--- src/rtl/mbist_march_ctrl.sv ---
// mbist_march_ctrl
// March C- memory BIST engine that sits directly in front of the memory under test.
// It issues one memory operation per cycle in this order:
//   M0 up(w0), M1 up(r0,w1), M2 up(r1,w0), M3 down(r0,w1), M4 down(r1,w0), M5 up(r0).
// Returned read data is checked, and the first failure is reported to the test host.
//
// Ports:
//   clk           - single clock; all state changes on the rising edge
//   rst_n         - asynchronous, active-low reset
//   start         - one-cycle pulse; starts a run when the engine is idle or done
//   write_read    - memory command: 1 = write, 0 = read
//   address       - memory address (never exceeds CAPACITY)
//   wdata         - write data, presented one cycle ahead of its write
//   rdata         - memory read data, valid two cycles after the read is issued
//   busy          - high while operations are issued or reads are still in flight
//   done          - level; run finished, held until the next accepted start
//   fail          - sticky mismatch flag for the current or last run
//   fail_addr     - address of the first mismatch
//   fail_elem     - March element (0..5) of the first mismatch
//   fail_syndrome - rdata XOR expected data at the first mismatch
module mbist_march_ctrl #(
  parameter int DATA_WIDTH = 8,
  parameter int ADDR_WIDTH = 4,
  parameter int CAPACITY   = 15
) (
  input  logic                  clk,
  input  logic                  rst_n,
  input  logic                  start,
  output logic                  write_read,
  output logic [ADDR_WIDTH-1:0] address,
  output logic [DATA_WIDTH-1:0] wdata,
  input  logic [DATA_WIDTH-1:0] rdata,
  output logic                  busy,
  output logic                  done,
  output logic                  fail,
  output logic [ADDR_WIDTH-1:0] fail_addr,
  output logic [2:0]            fail_elem,
  output logic [DATA_WIDTH-1:0] fail_syndrome
);

  localparam logic [ADDR_WIDTH-1:0] LAST_ADDR = ADDR_WIDTH'(CAPACITY);

  typedef enum logic [1:0] {IDLE, RUN, DRAIN, DONE} state_t;

  // One March operation: element, address, and phase (0 = read half, 1 = write half).
  typedef struct packed {
    logic                  valid;
    logic [2:0]            elem;
    logic [ADDR_WIDTH-1:0] addr;
    logic                  phase;
  } op_t;

  // A read in flight: data it should return, plus where it came from.
  typedef struct packed {
    logic                  valid;
    logic [DATA_WIDTH-1:0] expect_data;
    logic [ADDR_WIDTH-1:0] addr;
    logic [2:0]            elem;
  } cmp_t;

  state_t state;
  op_t    cur_op, op_next, op_next2, first_op, first_next;
  cmp_t   pipe_in, pipe0, pipe1;
  logic   drain_cnt;

  function automatic logic two_op(input logic [2:0] e);
    return (e >= 3'd1) && (e <= 3'd4);
  endfunction

  function automatic logic is_down(input logic [2:0] e);
    return (e == 3'd3) || (e == 3'd4);
  endfunction

  function automatic logic is_write(input logic [2:0] e, input logic ph);
    if (e == 3'd0) return 1'b1;
    if (e == 3'd5) return 1'b0;
    return ph;
  endfunction

  // Write data for write ops, or the data a read is expected to return.
  function automatic logic [DATA_WIDTH-1:0] op_data(input logic [2:0] e, input logic ph);
    logic ones;
    if (is_write(e, ph)) ones = (e == 3'd1) || (e == 3'd3);
    else                 ones = (e == 3'd2) || (e == 3'd4);
    return ones ? {DATA_WIDTH{1'b1}} : {DATA_WIDTH{1'b0}};
  endfunction

  // Data to place on wdata ahead of an op; zero unless that op is a real write.
  function automatic logic [DATA_WIDTH-1:0] ahead_data(input op_t o);
    if (o.valid && is_write(o.elem, o.phase)) return op_data(o.elem, o.phase);
    return '0;
  endfunction

  // Successor of an op.
  // A two-op element does its write at the same address before the address steps.
  // The last address of an element rolls straight into the next element with no gap.
  function automatic op_t next_op(input op_t o);
    op_t n;
    n = o;
    if (!o.valid) begin
      n.valid = 1'b0;
    end else if (two_op(o.elem) && !o.phase) begin
      n.phase = 1'b1;
    end else begin
      n.phase = 1'b0;
      if (is_down(o.elem) ? (o.addr == '0) : (o.addr == LAST_ADDR)) begin
        if (o.elem == 3'd5) begin
          n.valid = 1'b0;
        end else begin
          n.elem = o.elem + 3'd1;
          n.addr = is_down(o.elem + 3'd1) ? LAST_ADDR : '0;
        end
      end else begin
        n.addr = is_down(o.elem) ? o.addr - 1'b1 : o.addr + 1'b1;
      end
    end
    return n;
  endfunction

  // Lookahead: the op to issue next, and the op after it, whose data wdata must present early.
  always_comb begin
    first_op       = '0;
    first_op.valid = 1'b1;
    first_next     = next_op(first_op);
    op_next        = next_op(cur_op);
    op_next2       = next_op(op_next);

    pipe_in             = '0;
    pipe_in.valid       = (state == RUN) && !write_read;
    pipe_in.expect_data = op_data(cur_op.elem, cur_op.phase);
    pipe_in.addr        = address;
    pipe_in.elem        = cur_op.elem;
  end

  // Main sequencer.
  // The two-stage compare pipeline shifts every cycle, so a read issued in cycle k is
  // checked against rdata at the end of cycle k+2.
  // A start that is accepted clears the previous result.
  always_ff @(posedge clk or negedge rst_n) begin
    if (!rst_n) begin
      state         <= IDLE;
      cur_op        <= '0;
      drain_cnt     <= 1'b0;
      pipe0         <= '0;
      pipe1         <= '0;
      write_read    <= 1'b0;
      address       <= '0;
      wdata         <= '0;
      busy          <= 1'b0;
      done          <= 1'b0;
      fail          <= 1'b0;
      fail_addr     <= '0;
      fail_elem     <= '0;
      fail_syndrome <= '0;
    end else begin
      pipe0 <= pipe_in;
      pipe1 <= pipe0;
      if (pipe1.valid && (rdata != pipe1.expect_data)) begin
        fail <= 1'b1;
        if (!fail) begin
          fail_addr     <= pipe1.addr;
          fail_elem     <= pipe1.elem;
          fail_syndrome <= rdata ^ pipe1.expect_data;
        end
      end

      case (state)
        IDLE, DONE: begin
          if (start) begin
            state         <= RUN;
            busy          <= 1'b1;
            done          <= 1'b0;
            fail          <= 1'b0;
            fail_addr     <= '0;
            fail_elem     <= '0;
            fail_syndrome <= '0;
            cur_op        <= first_op;
            write_read    <= 1'b1;
            address       <= '0;
            wdata         <= ahead_data(first_next);
          end
        end
        RUN: begin
          if (op_next.valid) begin
            cur_op     <= op_next;
            write_read <= is_write(op_next.elem, op_next.phase);
            address    <= op_next.addr;
            wdata      <= ahead_data(op_next2);
          end else begin
            state      <= DRAIN;
            drain_cnt  <= 1'b0;
            cur_op     <= '0;
            write_read <= 1'b0;
            address    <= '0;
            wdata      <= '0;
          end
        end
        DRAIN: begin
          if (drain_cnt) begin
            state <= DONE;
            busy  <= 1'b0;
            done  <= 1'b1;
          end else begin
            drain_cnt <= 1'b1;
          end
        end
        default: state <= IDLE;
      endcase
    end
  end

endmodule

--- config.mk ---
export PLATFORM = sky130hd
export DESIGN_NAME = mbist_march_ctrl
export DESIGN_NICKNAME = d
export VERILOG_FILES = /design/src/rtl/mbist_march_ctrl.sv
export SDC_FILE = /design/constraint.sdc
export NUM_CORES = 1
export LEC_CHECK = 0
export ABC_AREA = 0
export CORE_MARGIN = 2
export CORE_UTILIZATION = 55
export DETAILED_ROUTE_END_ITERATION = 8
export PLACE_DENSITY = 0.82
export SETUP_SLACK_MARGIN = 0.5
export SYNTH_ARGS = -nofsm -noshare
export SYNTH_HDL_FRONTEND = slang
export SYNTH_SLANG_ARGS = --single-unit
--- constraint.sdc ---
create_clock -name clk -period 4.2 [get_ports clk]
set_input_delay 0.84 -clock clk [delete_from_list [all_inputs] [get_ports clk]]
set_output_delay 0.84 -clock clk [all_outputs]
set_load 0.05 [all_outputs]
==> results of run 1 <==
==> path summary, 6_finish.rpt <==
kind	cells after the start	slack, ns	startpoint	endpoint
setup / recovery	9	1.11	cur_op[5]	write_read
hold / removal	0	0.35	pipe0[15]	pipe1[15]
setup reg to reg	9	1.11	cur_op[5]	write_read
hold reg to reg	0	0.35	pipe0[15]	pipe1[15]
max in group asynchronous	2	3.17	rst_n	cur_op[6]
min in group asynchronous	2	0.62	rst_n	fail_syndrome[3]
==> logic make-up (layout without fill, tap and decap cells) <==
group,after synthesis,in the layout,synth area share (%)
AO/OA/AOI/OAI,50,50,13.50
XOR/XNOR,12,12,4.185
adder cells (fa/ha/maj),13,13,6.776
buffers and inverters,33,68,6.627
flip-flops,50,50,49.83
AND/OR/NAND/NOR,57,57,11.66
multiplexers,18,18,7.424
==> worst max-delay path: cells and delay by family, from the launching register on <==
family	cells	cell delay, ns
muxes	3	1.21
adders and majority gates	2	0.49
DFF	1	0.47
and+or+nand+nor	1	0.33
AOI/OAI and AO/OA	2	0.31
buffers and inverters	1	0.16
==> cells in the final DEF, fill, tap and decap left out, drive strengths merged, types with 2 or more instances in the layout <==
cell type	count
or2	2
clkbuf	5
inv	16
and2	3
a211oi	10
o21ai	9
ha	12
nand4	4
a21oi	9
dfrtp	50
nor2b	3
o211ai	3
o22ai	6
or4	3
mux2	2
buf	4
bufinv	2
xnor2	12
nor3	3
a31oi	4
mux2i	16
nand2b	2
nand3	3
a32o	3
nor2	23
clkdlybuf4s50	40
nand2	8
==> where the power goes <==
part / switching (mW) / internal, mW / leakage [nW] / total (mW)
Clock: 0.154 / 0.238 / 0.0683 / 0.393
Combinational: 0.258 / 0.147 / 0.579 / 0.405
Sequential: 0.0407 / 0.527 / 0.671 / 0.568
==> sequential cells by signal, indices dropped and copies added (netlist names) <==
name,flops
pipe1,9
fail_syndrome,8
fail,1
drain_cnt,1
cur_op,5
address,4
done,1
write_read,1
fail_elem,3
pipe0,9
wdata,1
state,2
fail_addr,4
busy,1
==> layout make-up <==
type / instances / area, µm²
fill: 325 / 1349
clock inverter: 3 / 68.82
timing repair buffer: 44 / 427.9
sequential: 50 / 1251
inverter: 16 / 60.06
clock buffer: 5 / 68.82
tap: 52 / 65.06
multi-input combinational: 150 / 1094
==> metrics by stage <==
step	hold WS, ns	util [%]
floorplan	0.3312	-
detailed placement	0.3362	66.10
finish	0.3539	69.24
global route	0.3616	69.24
CTS	0.3535	69.24
global placement	0.3315	66.10
==> metal layers <==
metal	up-vias	GRT usage, %	wire length (µm)
met2	60	35.49	2497
met4	0	6.918	74
met1	885	26.52	2160
li1	875	-	-
met5	-	0	0
met3	8	3.938	262
==> results_dict.tcl, run 1 <==
set metrics [dict create \
    status "finished clean" \
    p_per_area_mw_per_mm2 450.0 \
    start_util_pct 57.28 \
    synth_area_leaders "dfrtp_1, mux2i_1, ha_1" \
    ys_warn_count 0 \
    io_pins 42 \
    nNetsFinal 291 \
    path_cells "inv_1 -> ha_1 -> mux2i_1 -> mux2_4 -> nor4b_4 -> mux2i_1 -> ha_1 -> o211ai_1 -> o211a_1" \
    finalNonFillerCells 320 \
    viasPerCell 5.713 \
    grt_pass1_vias 1740 \
    syn_inst 233 \
    period_share_pct 73.53 \
    grt_start_max_net_pins 51 \
    dp.cells 312 \
    antenna_cells 0 \
    vias 1828 \
    power_mw 1.366 \
    syn-num-nets 257 \
    critPathLaunchType "flop" \
    final_area_mm2 0.003035 \
    place_area_mm2 0.002898 \
    syn_area_mm2 0.002511 \
    seq_area_frac_synth_pct 49.83 \
    synth_top_area_cell "dfrtp_1" \
    cp_slowest_cell "dfrtp_1" \
    area_growth_pct 20.88 \
    drive_gt1_share_pct 7.090 \
    clock_latency_ns 0.30 \
    cts_tree "built" \
    cts_resized 0 \
    clock.fmax_mhz 323.8 \
    clockBufferDepth 2 \
    synthTopCellsByCount "dfrtp_1, nor2_1, inv_1, mux2i_1" \
    yosys.cell_count.top_type "dfrtp_1" \
    final-setup-viol-count 0 \
    crit_fanout 10 \
    path_clk_slew_ns 0.09 \
    fin_worst_skew_ns 0.004026 \
    die_w_um 71.57 \
    setup_slack_ns 1.112 \
    die-area_mm2 0.005122 \
    syn_avg_cell_area_um2 10.78 \
    max-cap-violations 0 \
    overflow 0 \
    wl_um 4995 \
    ys_seq_elements 50 \
    dp_hpwl_um 3413 \
    cts-root-buf "clkbuf_8" \
    route.antenna.remaining_nets 0 \
    grt_pass1_wl_um 8252 \
    max-slew-margin-rel_pct 41.17 \
    tns_ns 0 \
    row_count 24 \
    first_iter_violations 93 \
    worstSetupPathType "flop to flop" \
    vdd_drop_max_v 0.0002411 \
    synth_edf_count 0 \
    ctsHoldBuffers 0 \
    gp_congestion 0.8719 \
    rsz0062_at_grt "false" \
    place_ws_ns 1.060 \
    crit_arrival_ns 3.28 \
    hp-class "flop to flop" \
    async_reset_ff_share_pct 100.0 \
    final.min_clock_period_ns 3.088 \
    worst_pin_slew_ns 0.8808 \
    hold_viol 0 \
    cts_setup_buffers 0 \
    synth.distinct_cells 39 \
    cp.required_ns 4.39 \
    synthFlopType "dfrtp_1" \
    end_kind "flop" \
    cts_sinks 50 \
    detail_route.wl_per_cell_um 15.61 \
    drc_errors 0 \
    gr-usage-all-layers_pct 20.72 \
    core_area_mm2 0.004384 \
    portBuffers 41 \
    synth_top_area_share_pct 49.83 \
    antenna_found_initial 0 \
    die_h_um 71.57 \
    htreeDepth 2 \
    p_leak_nw 1.319 \
    cts_buffers 5 \
    drt-pass1-iter-count 4 \
    crit_path_max_incr_delay_ns 0.47 \
    maxSlewViolCount 0 \
]
No activity file was read; power rests on OpenSTA's default activity.
==> run 2: changes to the inputs <==
Settings changed: CORE_UTILIZATION 55 to 48, PLACE_DENSITY 0.82 to 0.76.
Clock period 4.2 ns to 2.8 ns, I/O delays scaled along.
==> run 2 against run 1 <==
Critical path depth fell by 2; count of clock-buffer cells in the layout unchanged; sequential share of layout area fell by 3.4 points; clock power rose by 30%; cell count up 11%; wire length rose by 11%; die area grew 14%; highest routed layer unchanged.
==> results_dict.tcl, run 2 (synthesis results as in run 1) <==
set metrics [dict create \
    drt-pass1-iter-count 4 \
    crit_path_max_incr_delay_ns 0.54 \
    gr-usage-all-layers_pct 18.03 \
    finalNonFillerCells 356 \
    area_growth_pct 32.04 \
    dp.cells 336 \
    p_per_area_mw_per_mm2 615.0 \
    final_area_mm2 0.003316 \
    die_w_um 76.33 \
    wl_um 5526 \
    hold_ws_ns 0.3367 \
    gp_congestion 0.9268 \
    combPwrFrac_pct 33.9 \
    max-slew-margin-rel_pct 60.14 \
    pwr-share-clk_pct 25.1 \
    first_iter_violations 102 \
    path_cells "or4_4 -> mux2_4 -> nor4b_4 -> mux2i_2 -> ha_2 -> o211ai_1 -> o211a_1" \
    swShare_pct 35.02 \
    fillers 394 \
    rsz0062_at_grt "true" \
    final.min_clock_period_ns 2.635 \
    multi_input_area_mm2 0.001214 \
    final-setup-viol-count 0 \
    clockBufferDepth 2 \
    switchingPower_uw 714.0 \
    clock_latency_ns 0.31 \
    cts_tree "built" \
    die-area_mm2 0.005826 \
    crit_arrival_ns 2.83 \
    start_util_pct 49.48 \
    path_clk_slew_ns 0.10 \
    regArea_mm2 0.001254 \
    cts_sinks 50 \
    crit_fanout 3 \
    drc_errors 0 \
    pwr-share-seq_pct 41.0 \
    tns_ns 0 \
    largest_registers "pipe0 x9, pipe1 x9, fail_syndrome x8" \
    period_share_pct 94.09 \
    vias 1922 \
    detail_route.wl_per_cell_um 15.52 \
    setup_slack_ns 0.1655 \
    grt_pass1_vias 1791 \
    final_util_pct 65.34 \
    viasPerCell 5.399 \
    ctsHoldBuffers 0 \
    cp_slowest_cell "or4_4" \
    final_cell_mix "dfrtp_1, clkdlybuf4s50_1, nor2_1" \
    antenna_cells 0 \
    layout_commonest_cell "dfrtp_1" \
    antenna_found_initial 0 \
    hp-class "input port to async pin" \
    path_buf_inv 0 \
    nNetsFinal 309 \
    place_ws_ns 0.08753 \
    status "finished clean" \
    io_pins 42 \
    max-cap-violations 0 \
    grt_pass1_wl_um 8493 \
    worst_pin_slew_ns 0.5979 \
    internal_power_mw 1.325 \
    critPathLaunchType "flop" \
    end_kind "flop" \
    worstSetupPathType "flop to flop" \
    drive_gt1_share_pct 19.93 \
    hold_viol 0 \
    row_count 26 \
    dp_hpwl_um 3515 \
    htreeDepth 2 \
    overflow 0 \
    place_area_mm2 0.002993 \
    route.antenna.remaining_nets 0 \
    fin_worst_skew_ns 0.007521 \
    core_area_mm2 0.005075 \
    power_mw 2.039 \
    cts_buffers 5 \
    clock.fmax_mhz 379.6 \
    path_delay_family "simple AND/OR/NAND/NOR gates" \
    cp.required_ns 3.00 \
    die_h_um 76.33 \
    maxSlewViolCount 0 \
    p_leak_nw 1.415 \
    vdd_drop_max_v 0.0003736 \
    portBuffers 41 \
    grt_start_max_net_pins 51 \
    cts-root-buf "clkbuf_8" \
]
[run 2: routing by layer]
metal  part of all wire, %  track usage [%]  up-vias
met5                     0                0        -
met3                   4.5            4.384        9
met1                    43            24.25      945
li1                      -                -      916
met2                    51            28.76       52
met4                   1.5            6.182        0
[run 2: worst paths after layout]
path / endpoint / startpoint / cells past startpoint / slack, ns
min reg2reg: pipe1[2] / pipe0[2] / 0 / 0.35
max: write_read / address[1] / 7 / 0.17
min in group clk: pipe1[2] / pipe0[2] / 0 / 0.35
max in group asynchronous: cur_op[6] / rst_n / 2 / 2.03
max reg2reg: write_read / address[1] / 7 / 0.17
min: fail_syndrome[3] / rst_n / 2 / 0.34
[run 2: layout make-up]
cell class              count  share of cell area, %
clock buffers               5                  2.075
clock inverters             3                  1.321
inverters                  16                  1.962
multi-input cells         150                  36.60
flip-flops and latches     50                  37.81
well taps                  70                  2.642
repair buffers             62                  17.58
[run 2: what timing repair did]
item | CTS | global route
setup buffers | 4 | 8
pin swaps | 1 | 9
endpoints found under the setup margin | 7 | 14
resized for setup | 4 | 22
[run 2: power by group through the flow]
stage / clock, mW / sequential [mW] / combinational (mW)
after floorplan: 0 / 0.898 / 0.408
after global placement: 0 / 0.845 / 0.646
after detailed placement: 0 / 0.848 / 0.654
after CTS: 0.520 / 0.834 / 0.663
after global routing: 0.560 / 0.843 / 0.754
final: 0.512 / 0.835 / 0.692
==> run 3: changes to the inputs <==
Settings changed: CTS_CLUSTER_SIZE set to 28.
==> results of run 3 <==
Final layout, timing and power as in run 2 (identical DEF).
